### config.mk
export PLATFORM = sky130hd
export DESIGN_NAME = sys_arr_edge_feeder_flat
export DESIGN_NICKNAME = d
export VERILOG_FILES = /design/src/rtl/dsp_sys_arr_pkg.sv /design/src/rtl/sys_arr_edge_feeder_if.sv /design/src/rtl/sys_arr_edge_feeder_buf.sv /design/src/rtl/sys_arr_edge_feeder.sv /design/src/flat_wrapper.sv
export SDC_FILE = /design/constraint.sdc
export NUM_CORES = 1
export LEC_CHECK = 0
export CAP_MARGIN = 15
export CORE_MARGIN = 2
export CORE_UTILIZATION = 45
export DETAILED_ROUTE_END_ITERATION = 8
export PLACE_DENSITY_LB_ADDON = 0.3
export SKIP_LAST_GASP = 1
export SLEW_MARGIN = 20
export SYNTH_ARGS = -nofsm -noshare
export SYNTH_HDL_FRONTEND = slang
export SYNTH_SLANG_ARGS = --single-unit
### constraint.sdc
create_clock -name clk -period 6.3 [get_ports clk]
set_input_delay 0.63 -clock clk [delete_from_list [all_inputs] [get_ports clk]]
set_output_delay 0.63 -clock clk [all_outputs]
set_load 0.01 [all_outputs]
### src/rtl/dsp_sys_arr_pkg.sv
// Shared types for the systolic-array datapath blocks.
package dsp_sys_arr_pkg;

  typedef logic [31:0] single_float;

  typedef enum logic [1:0] {
    IDLE,
    SKEW,
    STREAM,
    DONE
  } feeder_state_t;

endpackage

### src/rtl/sys_arr_edge_feeder_if.sv
// Load-side and PE-side signals of one edge feeder; the master modport is the feeder itself.
interface sys_arr_edge_feeder_if
  import dsp_sys_arr_pkg::*;
#(
  parameter int LEN_W = 5
);

  logic             wr_en;
  single_float      wr_dat;
  logic             wr_ready;
  logic             clr;
  logic             start;
  logic [LEN_W-1:0] fill_cnt;
  single_float      out_dat;
  logic             out_valid;
  logic             out_ready;
  logic             busy;
  logic             done;
  logic             err_empty;

  modport master (
    input  wr_en, wr_dat, clr, start, out_ready,
    output wr_ready, fill_cnt, out_dat, out_valid, busy, done, err_empty
  );

  modport slave (
    output wr_en, wr_dat, clr, start, out_ready,
    input  wr_ready, fill_cnt, out_dat, out_valid, busy, done, err_empty
  );

endinterface

### src/rtl/sys_arr_edge_feeder_buf.sv
// Operand register file: synchronous write, asynchronous read, storage is not reset.
module feeder_buf
  import dsp_sys_arr_pkg::*;
#(
  parameter int DEPTH = 16,
  parameter int AW    = $clog2(DEPTH)
) (
  input  logic          clk,
  input  logic          we,
  input  logic [AW-1:0] waddr,
  input  single_float   wdat,
  input  logic [AW-1:0] raddr,
  output single_float   rdat
);

  single_float mem [DEPTH];

  always_ff @(posedge clk) begin
    if (we) mem[waddr] <= wdat;
  end

  assign rdat = mem[raddr];

endmodule

### src/rtl/sys_arr_edge_feeder.sv
// Edge feeder: buffers one FP32 operand vector and streams it, after a fixed skew, into a
// systolic-array edge PE; the vector stays loaded so it can be replayed.
module sys_arr_edge_feeder #(
  parameter int DEPTH = 16,
  parameter int SKEW  = 0,
  parameter int LEN_W = $clog2(DEPTH + 1)
) (
  input  logic                  clk,
  input  logic                  rst,
  sys_arr_edge_feeder_if.master bus
);

  import dsp_sys_arr_pkg::*;

  localparam int AW = $clog2(DEPTH);

  feeder_state_t    state, state_n;
  logic [LEN_W-1:0] wr_ptr, wr_ptr_n;
  logic [LEN_W-1:0] rd_ptr, rd_ptr_n;
  logic [LEN_W-1:0] len_n;
  logic [7:0]       skew_cnt, skew_cnt_n;
  logic             err_empty, err_empty_n;
  logic             wr_ready, wr_ok, out_valid;
  single_float      rd_dat;

  assign wr_ready  = ((state == IDLE) || (state == DONE)) && (wr_ptr < LEN_W'(DEPTH));
  assign wr_ok     = bus.wr_en && wr_ready && !bus.clr;
  assign out_valid = (state == STREAM);

  feeder_buf #(
    .DEPTH(DEPTH),
    .AW   (AW)
  ) u_buf (
    .clk  (clk),
    .we   (wr_ok),
    .waddr(wr_ptr[AW-1:0]),
    .wdat (bus.wr_dat),
    .raddr(rd_ptr[AW-1:0]),
    .rdat (rd_dat)
  );

  // The parameter SKEW hides the state of the same name, so that state is package-qualified.
  always_comb begin
    state_n     = state;
    wr_ptr_n    = wr_ptr;
    rd_ptr_n    = rd_ptr;
    skew_cnt_n  = skew_cnt;
    err_empty_n = 1'b0;
    len_n       = wr_ptr + LEN_W'(wr_ok);
    if (bus.clr) begin
      state_n    = IDLE;
      wr_ptr_n   = '0;
      rd_ptr_n   = '0;
      skew_cnt_n = '0;
    end else begin
      unique case (state)
        IDLE, DONE: begin
          if (wr_ok) begin
            wr_ptr_n = wr_ptr + LEN_W'(1);
            state_n  = IDLE;
          end
          if (bus.start) begin
            if (len_n == '0) begin
              err_empty_n = 1'b1;
              state_n     = IDLE;
            end else begin
              rd_ptr_n = '0;
              if (SKEW > 0) begin
                state_n    = dsp_sys_arr_pkg::SKEW;
                skew_cnt_n = 8'(SKEW - 1);
              end else begin
                state_n = STREAM;
              end
            end
          end
        end
        dsp_sys_arr_pkg::SKEW: begin
          if (skew_cnt == 8'd0) state_n = STREAM;
          else skew_cnt_n = skew_cnt - 8'd1;
        end
        STREAM: begin
          if (bus.out_ready) begin
            if (rd_ptr == wr_ptr - LEN_W'(1)) state_n = DONE;
            else rd_ptr_n = rd_ptr + LEN_W'(1);
          end
        end
        default: state_n = IDLE;
      endcase
    end
  end

  always_ff @(posedge clk) begin
    if (rst) begin
      state     <= IDLE;
      wr_ptr    <= '0;
      rd_ptr    <= '0;
      skew_cnt  <= '0;
      err_empty <= 1'b0;
    end else begin
      state     <= state_n;
      wr_ptr    <= wr_ptr_n;
      rd_ptr    <= rd_ptr_n;
      skew_cnt  <= skew_cnt_n;
      err_empty <= err_empty_n;
    end
  end

  assign bus.wr_ready  = wr_ready;
  assign bus.fill_cnt  = wr_ptr;
  assign bus.out_valid = out_valid;
  assign bus.out_dat   = out_valid ? rd_dat : '0;
  assign bus.busy      = (state == dsp_sys_arr_pkg::SKEW) || (state == STREAM);
  assign bus.done      = (state == DONE);
  assign bus.err_empty = err_empty;

endmodule

### src/flat_wrapper.sv
// flat-port wrapper written by rule: the top's interface ports become plain ports
module sys_arr_edge_feeder_flat import dsp_sys_arr_pkg::*;
#(
  parameter int DEPTH = 16,
  parameter int SKEW  = 0,
  parameter int LEN_W = $clog2(DEPTH + 1)
)
  (clk, rst, bus_wr_en, bus_wr_dat, bus_clr, bus_start, bus_out_ready, bus_wr_ready, bus_fill_cnt, bus_out_dat, bus_out_valid, bus_busy, bus_done, bus_err_empty);
  sys_arr_edge_feeder_if #(.LEN_W(LEN_W)) bus_i ();
  input  logic clk;
  input  logic rst;
  input wire logic [$bits(bus_i.wr_en)-1:0] bus_wr_en;
  input wire logic [$bits(bus_i.wr_dat)-1:0] bus_wr_dat;
  input wire logic [$bits(bus_i.clr)-1:0] bus_clr;
  input wire logic [$bits(bus_i.start)-1:0] bus_start;
  input wire logic [$bits(bus_i.out_ready)-1:0] bus_out_ready;
  output wire logic [$bits(bus_i.wr_ready)-1:0] bus_wr_ready;
  output wire logic [$bits(bus_i.fill_cnt)-1:0] bus_fill_cnt;
  output wire logic [$bits(bus_i.out_dat)-1:0] bus_out_dat;
  output wire logic [$bits(bus_i.out_valid)-1:0] bus_out_valid;
  output wire logic [$bits(bus_i.busy)-1:0] bus_busy;
  output wire logic [$bits(bus_i.done)-1:0] bus_done;
  output wire logic [$bits(bus_i.err_empty)-1:0] bus_err_empty;
  assign bus_i.wr_en = bus_wr_en;
  assign bus_i.wr_dat = bus_wr_dat;
  assign bus_i.clr = bus_clr;
  assign bus_i.start = bus_start;
  assign bus_i.out_ready = bus_out_ready;
  assign bus_wr_ready = bus_i.wr_ready;
  assign bus_fill_cnt = bus_i.fill_cnt;
  assign bus_out_dat = bus_i.out_dat;
  assign bus_out_valid = bus_i.out_valid;
  assign bus_busy = bus_i.busy;
  assign bus_done = bus_i.done;
  assign bus_err_empty = bus_i.err_empty;
  sys_arr_edge_feeder #(.DEPTH(DEPTH), .SKEW(SKEW), .LEN_W(LEN_W)) u_core (.clk(clk), .rst(rst), .bus(bus_i));
endmodule
==> metrics.md <==
| Metric | Value |
|---|---|
| Status | `completed` |
| Number of global-route vias before repair | `9981` |
| Starting Density | `0.459` |
| Post-route ant nets | `0` |
| GRT Util Overall | `0.186` |
| Vias per cell | `5.68` |
| Mapped cell area | `20900 sq um` |
| R2R Path End | `u_core.u_buf.mem[15][20]$_DFFE_PP_` |
| Core Area | `45600 sq um` |
| Commonest non-fill, non-tap cell in the layout | `edfxtp_1` |
| Final core utilization | `0.530` |
| Max IR drop VDD | `0.250 mV` |
| Postcts setup bufs | `0` |
| Max clock buf depth | `3` |
| Fraction of registers with async set/reset | `0` |
| Synth cell types | `44` |
| TritonCTS buffer count | `53` |
| IO Pins | `80` |
| Area Growth Syn to Fin | `15.6%` |
| Combinational share of power | `0.020` |
| Placed insts | `1585` |
| Clk sinks | `537` |
| Die W | `220 um` |
| Sw Ratio | `0.190` |
| Detailed Routing Iterations Pass 1 | `4` |
| Int Pwr | `5730 uW` |
| R2R Setup Slk | `2900 ps` |
| Post-synthesis register bit count | `537` |
| Hold WC Path Type | `reg2reg` |
| Most frequent cells in the layout | `512 x edfxtp_1, 160 x mux4_2, 79 x clkdlybuf4s50_1` |
| Sequential area share after synthesis | `0.760` |
| Port buffer count | `79` |
| Largest net degree at the start of global routing | `129` |
| Final hold violations | `0` |
| DIE HEIGHT | `220 um` |
| Reg area | `15900 sq um` |
| Share of cells above drive strength 1 | `0.255` |
| Final Routed Wirelength | `43600 um` |
| Multi-input logic area | `4850 sq um` |
| DRC | `0` |
| R2R Path Start | `u_core.state[0]$_SDFFE_PP0P_` |
| Tcrit/Tclk final | `0.702` |
| Crit Path Class | `reg2out` |
| Post-synth EDFFs | `512` |
| # hold bufs at CTS | `0` |
| Die area | `48200 sq um` |
| Yosys top cell area share | `0.736` |
| RSZ-0062 raised after global routing | `false` |
| Vias | `9538` |
| Required @ worst endpoint | `5670 ps` |
| CTS Root Cell | `clkbuf_16` |
| Hold endpoint | `u_core.state[1]$_SDFFE_PP0P_` |
| Syn Nets | `978` |
| Worst-Margin Slew | `929 ps` |
| Leak | `0.00731 uW` |
| Synth area leader | `edfxtp_1` |
| Ys Warns | `0` |
| Post-Synthesis Cells | `928` |
| WL/cell | `26.0 um` |
| Crit path max-delay family | `buffers and inverters` |
| Cell repeated most along the worst path | `mux4_2` |
| Seq pwr share | `0.555` |
| DP Wirelength | `21900 um` |
| Gr ovfl total | `0` |
| # nets final | `1090` |
| Diodes inserted | `0` |
| Rel. slew slack | `0.381` |
| Hold_sp | `u_core.state[1]$_SDFFE_PP0P_` |
| H-tree depth | `2` |
| First-pass GRT wire length | `64800 um` |
| CP Launch Type | `flop` |
| Synth Flop Type | `edfxtp_1` |
| Post-layout min period | `4420 ps` |
| Data arrival, critical path | `3790 ps` |
| Setup TNS | `0 ps` |
| Crit path buffers/inverters | `2` |
| Initial antenna violation count | `1` |
| Hold path depth | `2` |
| Average cell area after synthesis | `22.5 sq um` |
| Clock-pin slew on the worst setup and hold paths | `60 ps` |
| Crit path max fanout | `32` |
| Non-Filler Instances | `1678` |
| Power density cells | `293 nW/um^2` |
| Clock Skew | `6.61 ps` |
| Gpl congestion | `0.722` |
| Drt first-iter violations | `839` |
| CTS tree | `built` |
| FILL cells | `3451` |
| Final Slew Violations | `0` |
| Most area-consuming cells after synthesis | `edfxtp_1 74%, mux4_2 17%, dfxtp_1 2.4%` |
| Reg2reg path depth | `8` |
| Endpoints failing setup | `0` |
| Slowest cell on the critical path | `dfxtp_4` |
| Post-cts repair resize count | `0` |
| Row count | `78` |
| Clock share of power | `0.425` |
| CP endpoint kind | `output port` |
| CP cell instances | `buf_4, mux4_2, mux4_2, and2_1, clkdlybuf4s50_1` |
| Peak Freq | `226 MHz` |
| CP peak stage delay | `790 ps` |
| Sw Pwr | `1340 uW` |
| Maxcap violations | `0` |
| Worst skew pair latency | `580 ps` |
[Yosys cell counts (9+ instances only)]
| master | instances |
|---|---|
| and2_1 | 34 |
| buf_4 | 10 |
| clkbuf_1 | 19 |
| dfxtp_1 | 25 |
| edfxtp_1 | 512 |
| ha_1 | 12 |
| inv_1 | 12 |
| mux4_2 | 160 |
| nand2_1 | 20 |
| nor2_1 | 30 |
| nor3_1 | 9 |
| xor2_1 | 9 |
[area by class of cell]
type                       count  area share
clock buffer                  73      0.0598
timing repair buffer         102      0.0409
sequential                   537       0.658
clock inverter                20     0.00818
multi-input combinational    334       0.201
inverter                      12     0.00186
tap                          600      0.0311
[metrics by stage]
stage               worst slack, ps  cell area (sq um)  hold slack, ps  total power (uW)
global placement               2380              22500             498              4140
finish                         1880              24200             497              7080
CTS                            1750              24200             501              7140
global route                   1590              24200             529              7280
detailed placement             2380              22500             492              4150
floorplan                      2010              20900             468              4050
[power groups by stage]
stage                     clock [uW]  combinational, uW  sequential (uW)
after floorplan                    0               49.7             4000
final                           3010                144             3930
after CTS                       3070                146             3930
after global placement             0                141             4000
after global routing            3200                158             3930
after detailed placement           0                146             4000
[worst min-delay path, delay by kind of cell (launching register included)]
kind / cells / cell delay [ps]
flops: 1 / 330
mux: 1 / 50
simple gates: 1 / 60
[how the worst max path moves through the flow]
stage / from / to / slack [ps] / cells past startpoint
2_1_floorplan: u_core.state[0]$_SDFFE_PP0P_ / u_core.u_buf.mem[3][0]$_DFFE_PP_ / 2010 / 7
3_3_place_gp: flop / bus_out_dat[12] / 2380 / 5
3_5_place_dp: flop / bus_out_dat[11] / 2380 / 5
4_1_cts: flop / bus_out_dat[11] / 1750 / 5
5_1_grt: flop / bus_out_dat[15] / 1590 / 5
6_report: flop / bus_out_dat[15] / 1880 / 5
[flip-flops by register name (all words and copies together), names as in the netlist, named ones only]
name                  cells
u_core.state              2
u_core.bus.fill_cnt       5
u_core.skew_cnt           8
u_core.bus.err_empty      1
u_core.rd_ptr             5
u_core.u_buf.mem        512
[metal layers]
| layer | part of all wire | wire length [um] | global-route usage |
|---|---|---|---|
| met5 | 0.00037 | 16 | 0 |
| met4 | 0.015 | 645 | 0.0444 |
| met3 | 0.049 | 2140 | 0.0251 |
| met2 | 0.50 | 21700 | 0.301 |
| met1 | 0.44 | 19100 | 0.273 |
[cells by family after synthesis]
group | synth area share
buffers and inverters | 0.0138
xor gates and xnor gates | 0.00712
adders and majority gates | 0.00718
DFF | 0.760
AOI/OAI and AO/OA | 0.0100
and+or+nand+nor | 0.0284
muxes | 0.174
(Power assumes the default switching activity.)
